File: src/rtl/serial_word_tx.sv
// serial_word_tx -- parallel-to-serial word transmitter, MSB first.
//
// A word is accepted from data_in on the rising edge where load_valid and
// load_ready are both high. The following WIDTH cycles present one data
// bit per cycle on tx_out with tx_valid high. One cycle with done high
// follows, and the block then returns to IDLE.
//
// Optional feature (macro SERIAL_WORD_TX_PARITY_EN): after the last data
// bit, one extra cycle carries the even parity (XOR) of the captured word
// with tx_valid high, before DONE.
//
// Parameters:
//   WIDTH       data bits per frame (1..32)
// Ports:
//   clk         rising-edge clock
//   reset       asynchronous, active-high reset
//   load_valid  sender offers a word on data_in
//   data_in     parallel word to transmit
//   load_ready  block can accept a word (decoded from state, high in IDLE)
//   tx_out      registered serial data bit
//   tx_valid    registered, tx_out carries a frame bit
//   done        registered one-cycle pulse after the last frame bit
module serial_word_tx #(
  parameter int WIDTH = 4
) (
  input  logic             clk,
  input  logic             reset,
  input  logic             load_valid,
  input  logic [WIDTH-1:0] data_in,
  output logic             load_ready,
  output logic             tx_out,
  output logic             tx_valid,
  output logic             done
);

  // Counter is wide enough to index every bit of the word (at least 1 bit).
  localparam int             CW       = (WIDTH > 1) ? $clog2(WIDTH) : 1;
  localparam logic [CW-1:0]  LAST_BIT = CW'(WIDTH - 1);
  localparam logic [CW-1:0]  CNT_ONE  = CW'(1);
  localparam logic [CW-1:0]  CNT_ZERO = CW'(0);

`ifdef SERIAL_WORD_TX_PARITY_EN
  typedef enum logic [1:0] {
    IDLE   = 2'd0,
    SHIFT  = 2'd1,
    DONE   = 2'd2,
    PARITY = 2'd3
  } state_t;

  // Even parity of the captured word.
  function automatic logic even_parity(input logic [WIDTH-1:0] word);
    return ^word;
  endfunction
`else
  typedef enum logic [1:0] {
    IDLE  = 2'd0,
    SHIFT = 2'd1,
    DONE  = 2'd2
  } state_t;
`endif

  state_t           state_r, state_s;
  logic [WIDTH-1:0] shreg_r, shreg_s;
  logic [CW-1:0]    cnt_r, cnt_s;
  logic [CW-1:0]    bit_idx_s;
  logic             tx_out_r, tx_out_s;
  logic             tx_valid_r, tx_valid_s;
  logic             done_r, done_s;

  // cnt_r is the index k of the bit on tx_out now; the next bit is WIDTH-2-k.
  // Only used when cnt_r < LAST_BIT, so it never underflows.
  assign bit_idx_s = LAST_BIT - cnt_r - CNT_ONE;

  // Ready is decoded straight from state so it is high during reset.
  assign load_ready = (state_r == IDLE);
  assign tx_out     = tx_out_r;
  assign tx_valid   = tx_valid_r;
  assign done       = done_r;

  // Next-state and next-output decode; outputs describe the next cycle.
  always_comb begin
    state_s    = state_r;
    shreg_s    = shreg_r;
    cnt_s      = cnt_r;
    tx_out_s   = 1'b0;
    tx_valid_s = 1'b0;
    done_s     = 1'b0;
    case (state_r)
      IDLE: begin
        if (load_valid) begin
          state_s    = SHIFT;
          shreg_s    = data_in;
          cnt_s      = CNT_ZERO;
          tx_out_s   = data_in[WIDTH-1];
          tx_valid_s = 1'b1;
        end else begin
          state_s = IDLE;
        end
      end
      SHIFT: begin
        if (cnt_r == LAST_BIT) begin
          // Last data bit is on the line now; the counter holds, no wrap.
`ifdef SERIAL_WORD_TX_PARITY_EN
          state_s    = PARITY;
          tx_out_s   = even_parity(shreg_r);
          tx_valid_s = 1'b1;
`else
          state_s = DONE;
          done_s  = 1'b1;
`endif
        end else begin
          cnt_s      = cnt_r + CNT_ONE;
          tx_out_s   = shreg_r[bit_idx_s];
          tx_valid_s = 1'b1;
        end
      end
`ifdef SERIAL_WORD_TX_PARITY_EN
      PARITY: begin
        state_s = DONE;
        done_s  = 1'b1;
      end
`endif
      DONE: begin
        state_s = IDLE;
        cnt_s   = CNT_ZERO;
      end
      default: begin
        state_s = IDLE;
        cnt_s   = CNT_ZERO;
        shreg_s = {WIDTH{1'b0}};
      end
    endcase
  end

  // State, datapath and registered outputs with asynchronous clear.
  always_ff @(posedge clk or posedge reset) begin
    if (reset) begin
      state_r    <= IDLE;
      shreg_r    <= {WIDTH{1'b0}};
      cnt_r      <= CNT_ZERO;
      tx_out_r   <= 1'b0;
      tx_valid_r <= 1'b0;
      done_r     <= 1'b0;
    end else begin
      state_r    <= state_s;
      shreg_r    <= shreg_s;
      cnt_r      <= cnt_s;
      tx_out_r   <= tx_out_s;
      tx_valid_r <= tx_valid_s;
      done_r     <= done_s;
    end
  end

endmodule
File: config.mk
export PLATFORM = sky130hd
export DESIGN_NAME = serial_word_tx
export DESIGN_NICKNAME = d
export VERILOG_FILES = /design/src/rtl/serial_word_tx.sv
export SDC_FILE = /design/constraint.sdc
export NUM_CORES = 1
export LEC_CHECK = 0
export BUFFER_PORTS_ARGS = -buffer_cell sky130_fd_sc_hd__buf_2
export CAP_MARGIN = 20
export CORE_AREA = 2 2 39 41
export DETAILED_ROUTE_END_ITERATION = 10
export DIE_AREA = 0 0 41 43
export GPL_TIMING_DRIVEN = 0
export PLACE_DENSITY = 0.66
export SLEW_MARGIN = 20
export SYNTH_ARGS = -nofsm -noshare
export SYNTH_HDL_FRONTEND = slang
export SYNTH_SLANG_ARGS = --single-unit
File: constraint.sdc
create_clock -name clk -period 1.75 [get_ports clk]
set_clock_uncertainty 0.05 [all_clocks]
set_input_delay 0.35 -clock clk [delete_from_list [all_inputs] [get_ports clk]]
set_output_delay 0.35 -clock clk [all_outputs]
set_load 0.05 [all_outputs]
==> out/results.tsv, run 1 <==
stage	metric	value	unit
routing	antenna viol nets, final	0	
place	Final HPWL DP	645.7	um
power	PwrDens	1779	mW/mm2
critical_path	Critical Path RT	1350	ps
clock_tree	hold buffers post-CTS	0	
routing	# DRC	0	
sta	Final Hold Viols	0	
critical_path	Startpoint Class	flip-flop	
global_route	remaining global-route overflow	0	
sta	RSZ-0062 raised after global routing	no	
logic_synthesis	Mapped Nets	56	
critical_path	slowest stage delay, CP	380	ps
floorplanning	total die area	0.001763	mm2
hold_path	min-delay worst type	in -> async	
clock_tree	Post-CTS Setup Bufs	0	
routing	Total Routed Length	863	um
critical_path	Worst Path Max Fanout	4	
critical_path	R2R Setup Slk	300	ps
critical_path	reg2reg end	tx_out	
routing	initial DRC count	1	
clock_tree	CTS tree	built	
clock_tree	Worst-path clk slew	70	ps
final_layout	P&R area growth vs syn	18.87	%
critical_path	Worst Path Arrival	1180	ps
critical_path	cell family with most CP delay	flip-flops	
clock_tree	CTS resizes	0	
logic_synthesis	syn_area_per_cell	11.10	um2
logic_synthesis	simple-gate area share of the yosys netlist	0.1765	
clock_tree	Sink Count	11	
final_layout	layout cells sized above 1	0.2667	
sta	Worst-Margin Slew	412.5	ps
critical_path	r2r startpoint	cnt_r[0]	
sta	Tmin final	1583	ps
final_layout	Final #Nets	71	
routing	routed len/inst	11.36	um
sta	fin. max-slew vios	0	
logic_synthesis	FF+latch count, synth	11	
logic_synthesis	xor/xnor share of the synthesized area	0	
flow_run	Max-Cap Viols	0	
clock_tree	CTS Buffer Depth	2	
critical_path	CP Buf/Inv Count	2	
sta	Slew headroom	0.7247	
floorplanning	Row Count	14	
global_route	largest net degree at the start of global routing	12	
routing	Via Count	368	
critical_path	Slowest-stage cell, CP	dfrtp_1	
logic_synthesis	Synth Instances	46	
clock_tree	Clock Latency Late Sink	260	ps
routing	via/cell ratio	4.842	
sta	Fmax	631.5	MHz
logic_synthesis	main combinational cell family by area after synthesis	simple AND/OR/NAND/NOR gates	
floorplanning	num ports	11	
power	leakage	0.3082	nW
place	DP Worst Slack	302.4	ps
logic_synthesis	Synth warnings	0	
clock_tree	clock root buffer	clkbuf_4	
floorplanning	die width	41	um
logic_synthesis	adder-cell share of the synthesized area	0.07353	
sta	setup_tns	0	ps
critical_path	Setup CP Type	reg -> out	
final_layout	Layout Cells excl Fill	76	
logic_synthesis	multiplexer share of the synthesized area	0.04167	
global_route	first-pass GRT wire length	1524	um
final_layout	diodes inserted	0	
clock_tree	number of CTS-inserted buffers	3	
sta	Final Worst Setup Slack	166.5	ps
run_status	status	finished clean	
clock_tree	htree depth	1	
sta	Tcrit/Tclk final	0.9048	
routing	Initial DRT Pass Iterations	2	
logic_synthesis	post-synthesis compound-gate area fraction	0.1471	
logic_synthesis	Seq/Total Area, Yosys	0.5392	
place	final RePlAce weighted congestion	0.6607	
global_route	initial antenna violation count	0	
place	Post-Place Cells	72	
floorplanning	core area	0.001384	mm2
floorplanning	die height	43	um
power	worst vdd ir	0.0005804	V
logic_synthesis	Synth cell types	19	
critical_path	critical-path cell list	inv_1, ha_1, buf_2	
critical_path	Critical Path End Type	primary output	
floorplanning	Initial Util	0.3689	
sta	final setup fails	0	
global_route	vias in the first global route	365	
logic_synthesis	Cell Area, Synth	510.5	um2
place	number of port buffers	10	
critical_path	worst r2r path cells	4	
global_route	Tot GR Track Use	0.1306	
[state kept, by name, summed over array words and instances (netlist names)]
register,cells
shreg_r,4
cnt_r,2
state_r,2
done,1
tx_out,1
tx_valid,1
[cells in the mapped netlist]
master,count,share of area
dfrtp_1,11,0.54
a22o_1,5,0.086
nand2_1,5,0.037
ha_1,3,0.074
inv_1,3,0.022
nand3_1,3,0.029
o21ai_0,3,0.029
nand2b_1,2,0.025
and2_1,1,0.012
mux2_2,1,0.022
mux2i_1,1,0.020
nor2_1,1,0.0073
nor2b_1,1,0.012
nor2b_2,1,0.017
o21a_1,1,0.015
o2bb2ai_1,1,0.017
or2_1,1,0.012
or2_2,1,0.012
or3_1,1,0.012
[metrics by stage]
step,power (mW),hold WS (ps),util,area (um2)
after floorplan,0.8163,152.4,-,510.5
after global placement,0.9131,309.0,0.4195,580.6
after detailed placement,0.9178,312.0,0.4195,580.6
after CTS,1.092,28.74,0.4385,606.8
after global routing,1.186,48.93,0.4385,606.8
final,1.080,16.98,0.4385,606.8
[where the power goes]
group | leakage [nW] | internal (mW) | switching, mW
Sequential | 0.144 | 0.345 | 0.0552
Combinational | 0.150 | 0.202 | 0.309
Clock | 0.0150 | 0.0879 | 0.0798
[cell type report]
type,count,area (um2)
repair buffers,10,50.05
inverters,3,11.26
multi-input cells,32,224.0
flip-flops and latches,11,275.3
clock buffers,4,26.28
well taps,16,20.02
fillers,148,777.0
[kinds of logic after synthesis]
kind of cell,Yosys count
compound gates,10
fa+ha+maj,3
buf+inv,3
flops,11
mux,2
simple gates,17
[cells in the final DEF, fill, tap and decap left out, types with 2 or more instances in the layout]
cell / n
inv_1: 3
a22o_1: 5
buf_2: 10
nand2_1: 5
nand2b_1: 2
ha_1: 3
dfrtp_1: 11
o21ai_0: 3
nand3_1: 3
clkbuf_4: 3
[per-layer routing]
metal  vias up  wire length, um  GRT usage
met3         2               40    0.03141
met4         0               12     0.1000
met1       166              401     0.1749
met5         -                0          0
li1        191                -          -
met2         9              408     0.1719
[worst max-delay path by stage]
stage               start         end  slack (ps)  depth (start not counted)
2_1_floorplan  state_r[0]    cnt_r[0]         110                          5
3_3_place_gp     cnt_r[0]      tx_out         310                          4
3_5_place_dp     cnt_r[0]      tx_out         300                          4
4_1_cts        state_r[1]  load_ready         150                          3
5_1_grt        state_r[1]  load_ready          70                          3
6_report       state_r[1]  load_ready         170                          3
No activity file was read; power rests on OpenSTA's default activity.
==> run 2: changes to the inputs <==
Settings changed: BUFFER_PORTS_ARGS -buffer_cell sky130_fd_sc_hd__buf_2 to unset, DONT_BUFFER_PORTS set to 1, PLACE_DENSITY 0.66 to 0.59.
==> out/results.tsv, run 2 (same netlist as run 1, synthesis figures left out) <==
stage	metric	value	unit
final_layout	Finished Cell Area	569.3	um2
routing	Initial DRT Pass Iterations	2	
global_route	remaining global-route overflow	0	
final_layout	Largest register FFs	4	
sta	fin. max-slew vios	0	
critical_path	Worst Path Max Fanout	5	
routing	met2 wire length	409	um
final_layout	Final #Nets	62	
power	Comb pwr share	0.376	
critical_path	Slowest-stage cell, CP	dfrtp_1	
floorplanning	core area	0.001384	mm2
clock_tree	clock root buffer	clkbuf_4	
final_layout	commonest non-fill, non-tap cell in the layout	dfrtp_1	
floorplanning	Initial Util	0.3689	
final_layout	Top Registers	shreg_r: 4 flops, cnt_r: 2 flops, state_r: 2 flops	
clock_tree	CTS tree	built	
sta	Tcrit/Tclk final	0.9173	
place	Post-Place Cells	62	
power	Seq pwr share	0.460	
clock_tree	Post-CTS Setup Bufs	0	
place	Final HPWL DP	650.4	um
critical_path	Setup CP Type	reg -> reg	
sta	final setup fails	0	
final_layout	commonest non-fill, non-tap cells in the layout	11 x dfrtp_1, 5 x nand2_1, 5 x a22o_1	
global_route	first-pass GRT wire length	1407	um
critical_path	Critical Path End Type	flip-flop	
sta	Final Hold Viols	0	
run_status	status	finished clean	
routing	Top Metal Used	met4	
sta	Fmax	623.0	MHz
hold_path	min-delay worst type	in -> reg	
place	final RePlAce weighted congestion	0.7442	
sta	Tmin final	1605	ps
global_route	Tot GR Track Use	0.1331	
critical_path	slowest stage delay, CP	380	ps
power	leakage	0.2702	nW
clock_tree	htree depth	1	
routing	via/cell ratio	5.134	
final_layout	P&R area growth vs syn	11.52	%
critical_path	Worst Path Arrival	1770	ps
final_layout	Sequential Area	275.3	um2
sta	Slew headroom	0.7037	
final_layout	diodes inserted	0	
global_route	largest net degree at the start of global routing	12	
final_layout	Top reg by flops	shreg_r	
floorplanning	num ports	11	
critical_path	Startpoint Class	flip-flop	
final_layout	Layout Cells excl Fill	67	
sta	setup_tns	0	ps
critical_path	Critical Path RT	1910	ps
place	area post-placement	530.5	um2
final_layout	layout cells sized above 1	0.1373	
routing	met1 WL	404	um
power	PwrDens	1866	mW/mm2
global_route	vias in the first global route	318	
critical_path	CP Buf/Inv Count	1	
clock_tree	CTS Buffer Depth	2	
global_route	initial antenna violation count	0	
final_layout	Util after Layout	0.4114	
clock_tree	Worst-path clk slew	70	ps
floorplanning	total die area	0.001763	mm2
flow_run	Max-Cap Viols	0	
clock_tree	number of CTS-inserted buffers	3	
routing	routed len/inst	13.25	um
critical_path	critical-path cell list	inv_1, ha_2, nor2b_2, or2_1, a22o_1	
routing	Total Routed Length	888	um
power	internal power	617.4	uW
power	clock share of power	0.164	
routing	routed wl met3	47	um
final_layout	multi-input logic area	226.5	um2
routing	Via Count	344	
power	worst vdd ir	0.0006393	V
place	number of port buffers	0	
clock_tree	Sink Count	11	
sta	Worst-Margin Slew	444.8	ps
routing	antenna viol nets, final	0	
power	Psw	445.0	uW
sta	RSZ-0062 raised after global routing	no	
routing	initial DRC count	8	
final_layout	fillers	136	
routing	# DRC	0	
sta	Worst Hold Slack	165.6	ps
power	sw frac	0.4189	
floorplanning	Row Count	14	
floorplanning	die height	43	um
critical_path	cell family with most CP delay	simple AND/OR/NAND/NOR gates	
floorplanning	die width	41	um
clock_tree	Clock Latency Late Sink	270	ps
-- run 2: changes by cell type in the layout (fill, tap and decap cells not counted) --
cell / delta
ha_1: -1
buf_2: -10
ha_2: +1
dlygate4sd3_1: +1
-- run 2: path summary, 6_finish.rpt --
check                           start         end  slack (ps)  cells after the start
setup reg to reg           state_r[1]  shreg_r[0]         140                      5
max in group asynchronous       reset  shreg_r[3]         910                      2
hold reg to reg            shreg_r[3]  shreg_r[3]         430                      1
setup / recovery           state_r[1]  shreg_r[0]         140                      5
hold / removal             data_in[1]  shreg_r[1]         170                      1
min in group asynchronous       reset    cnt_r[0]         450                      2
-- run 2: through the flow --
stage          power [mW]  setup slack, ps
3_3_place_gp       0.8818           -5.864
5_1_grt             1.141            35.04
4_1_cts             1.077            144.2
2_1_floorplan      0.8163            105.4
6_report            1.062            144.7
3_5_place_dp       0.8889           -21.05
-- run 2: timing repair --
action	4_1_cts	5_1_grt
endpoints found under the hold margin	11	0
endpoints found under the setup margin	6	0
gates resized for setup	1	0
hold buffers	1	0
-- run 2: area by class of cell --
type | count | area share
well taps | 16 | 0.03516
flip-flops and latches | 11 | 0.4835
repair buffers | 1 | 0.01758
inverters | 3 | 0.01978
multi-input cells | 32 | 0.3978
clock buffers | 4 | 0.04615
-- run 2: worst reg2reg max path: cells and delay by family, from the launching register on --
kind	cells	cell delay, ps
AOI/OAI and AO/OA	1	150
and+or+nand+nor	2	510
buffers and inverters	1	80
DFF	1	380
adders and majority gates	1	370
-- run 2: metal layers --
layer | global-route usage | up-vias
met5 | 0 | -
met4 | 0.1200 | 0
met3 | 0.08377 | 4
met2 | 0.1656 | 8
met1 | 0.1472 | 163
li1 | - | 169
-- run 2: power groups by stage --
stage / Combinational [mW] / Clock, mW / Sequential [mW]
after CTS: 0.402 / 0.184 / 0.490
after detailed placement: 0.393 / 0 / 0.496
after global routing: 0.448 / 0.192 / 0.501
after floorplan: 0.337 / 0 / 0.479
after global placement: 0.389 / 0 / 0.492
final: 0.399 / 0.174 / 0.489
==> run 3: changes to the inputs <==
Settings changed: SETUP_SLACK_MARGIN set to 0.1.
Clock period 1.75 ns to 1.6 ns, I/O delays scaled along.
==> out/results.tsv, run 3 (same netlist as run 1, synthesis figures left out) <==
stage	metric	value	unit
run_status	status	finished clean	
final_layout	P&R area growth vs syn	18.14	%
place	Final HPWL DP	652.9	um
critical_path	Startpoint Class	flip-flop	
critical_path	Worst Path Arrival	1530	ps
sta	Tcrit/Tclk final	0.8992	
clock_tree	Clock Latency Late Sink	260	ps
global_route	initial antenna violation count	0	
routing	via/cell ratio	5.043	
final_layout	Final #Nets	64	
sta	Final Hold Viols	0	
clock_tree	number of CTS-inserted buffers	3	
power	PwrDens	2074	mW/mm2
routing	# DRC	0	
floorplanning	num ports	11	
sta	RSZ-0062 raised after global routing	no	
final_layout	commonest non-fill, non-tap cell in the layout	dfrtp_1	
clock_tree	clock root buffer	clkbuf_4	
final_layout	layout cells sized above 1	0.2453	
routing	initial DRC count	4	
flow_run	Max-Cap Viols	0	
floorplanning	die height	43	um
final_layout	Largest register FFs	4	
critical_path	Critical Path End Type	flip-flop	
global_route	remaining global-route overflow	0	
global_route	met2 usage	0.1875	
routing	routed len/inst	13.28	um
critical_path	Critical Path RT	1690	ps
clock_tree	Worst-path clk slew	70	ps
final_layout	Util after Layout	0.4358	
final_layout	Top Registers	shreg_r: 4 flops, cnt_r: 2 flops, state_r: 2 flops	
global_route	gr busiest metal	met2	
routing	antenna viol nets, final	0	
power	leakage	0.2842	nW
global_route	grt met3 use	0.04712	
final_layout	Top reg by flops	shreg_r	
global_route	met1 Use GR	0.1733	
floorplanning	Row Count	14	
sta	fin. max-slew vios	0	
global_route	vias in the first global route	378	
clock_tree	CTS tree	built	
final_layout	commonest non-fill, non-tap cells in the layout	10 x dfrtp_1, 5 x nand2_1, 5 x a22o_1	
final_layout	multi-input logic area	244.0	um2
place	DP Worst Slack	-13.03	ps
sta	Tmin final	1439	ps
sta	Fmax	695.1	MHz
global_route	first-pass GRT wire length	1573	um
final_layout	fillers	134	
global_route	Tot GR Track Use	0.1381	
sta	final setup fails	0	
critical_path	Worst Path Max Fanout	3	
floorplanning	die width	41	um
place	number of port buffers	0	
clock_tree	CTS Buffer Depth	2	
critical_path	Setup CP Type	reg -> reg	
final_layout	Sequential Area	276.5	um2
final_layout	diodes inserted	0	
floorplanning	total die area	0.001763	mm2
power	worst vdd ir	0.0005797	V
sta	Final Worst Setup Slack	161.3	ps
routing	Total Routed Length	916	um
routing	Initial DRT Pass Iterations	4	
sta	Worst Hold Slack	154.6	ps
floorplanning	core area	0.001384	mm2
floorplanning	Initial Util	0.3689	
routing	Via Count	348	
clock_tree	htree depth	1	
place	final RePlAce weighted congestion	0.6598	
sta	Slew headroom	0.7063	
hold_path	min-delay worst type	in -> reg	
clock_tree	Sink Count	11	
global_route	largest net degree at the start of global routing	12	
sta	Worst-Margin Slew	440.8	ps
run 3: changes by cell type in the layout (fill, tap and decap cells not counted):
cell and delta:
o21ai_0 -1, dfrtp_2 +1, nor2b_4 +1, ha_1 -1, dfrtp_1 -1, inv_1 -2
buf_4 +2, o21ai_1 +1, inv_2 +2, nor2b_2 -1, ha_4 +1
run 3: final cells by class:
class                      count  share of cell area
tap                           16             0.03320
inverter                       3             0.01867
clock buffer                   4             0.04357
multi-input combinational     32              0.4046
timing repair buffer           3             0.04149
sequential                    11              0.4585
run 3: what timing repair did:
item	in CTS	in global routing
gates resized for setup	2	5
hold endpoints to repair	11	0
hold buffers	1	0
setup endpoints to repair	6	7
buffers inserted	0	2
pin swaps	0	1
run 3: critical path, stage by stage, from the launching register on:
cell	delay, ps
dfrtp_2	420
ha_2	360
mux2_2	330
nand3_1	80
nand3_1	80
run 3: worst paths after layout:
kind | cells past startpoint | end | slack, ps | start
setup / recovery | 4 | tx_out | 160 | cnt_r[0]
hold / removal | 1 | shreg_r[1] | 150 | data_in[1]
setup reg to reg | 4 | tx_out | 160 | cnt_r[0]
hold reg to reg | 1 | shreg_r[3] | 450 | shreg_r[3]
max in group asynchronous | 2 | cnt_r[0] | 750 | reset
min in group asynchronous | 2 | tx_out | 430 | reset
run 3: routing by layer:
layer / routed length (um) / vias to the layer above / share of wire
met5: 0 / - / 0
met4: 15 / 0 / 0.016
met3: 37 / 2 / 0.040
met2: 407 / 8 / 0.44
met1: 455 / 162 / 0.50
li1: - / 176 / -
run 3: report_power, final:
part | internal (mW) | switching [mW]
registers | 0.379 | 0.155
logic | 0.271 | 0.260
clock network | 0.0961 | 0.0902
total | 0.746 | 0.505
run 3: through the flow:
step                      TNS, ps  cell area, um2  total power, mW  std cells
after floorplan                 0           513.0           0.8992         46
after global placement          0           533.0           0.9724         62
after detailed placement   -13.03           533.0           0.9796         62
after CTS                       0           584.3            1.205         67
after global routing            0           603.1            1.355         69
final                           0           603.1            1.251         69
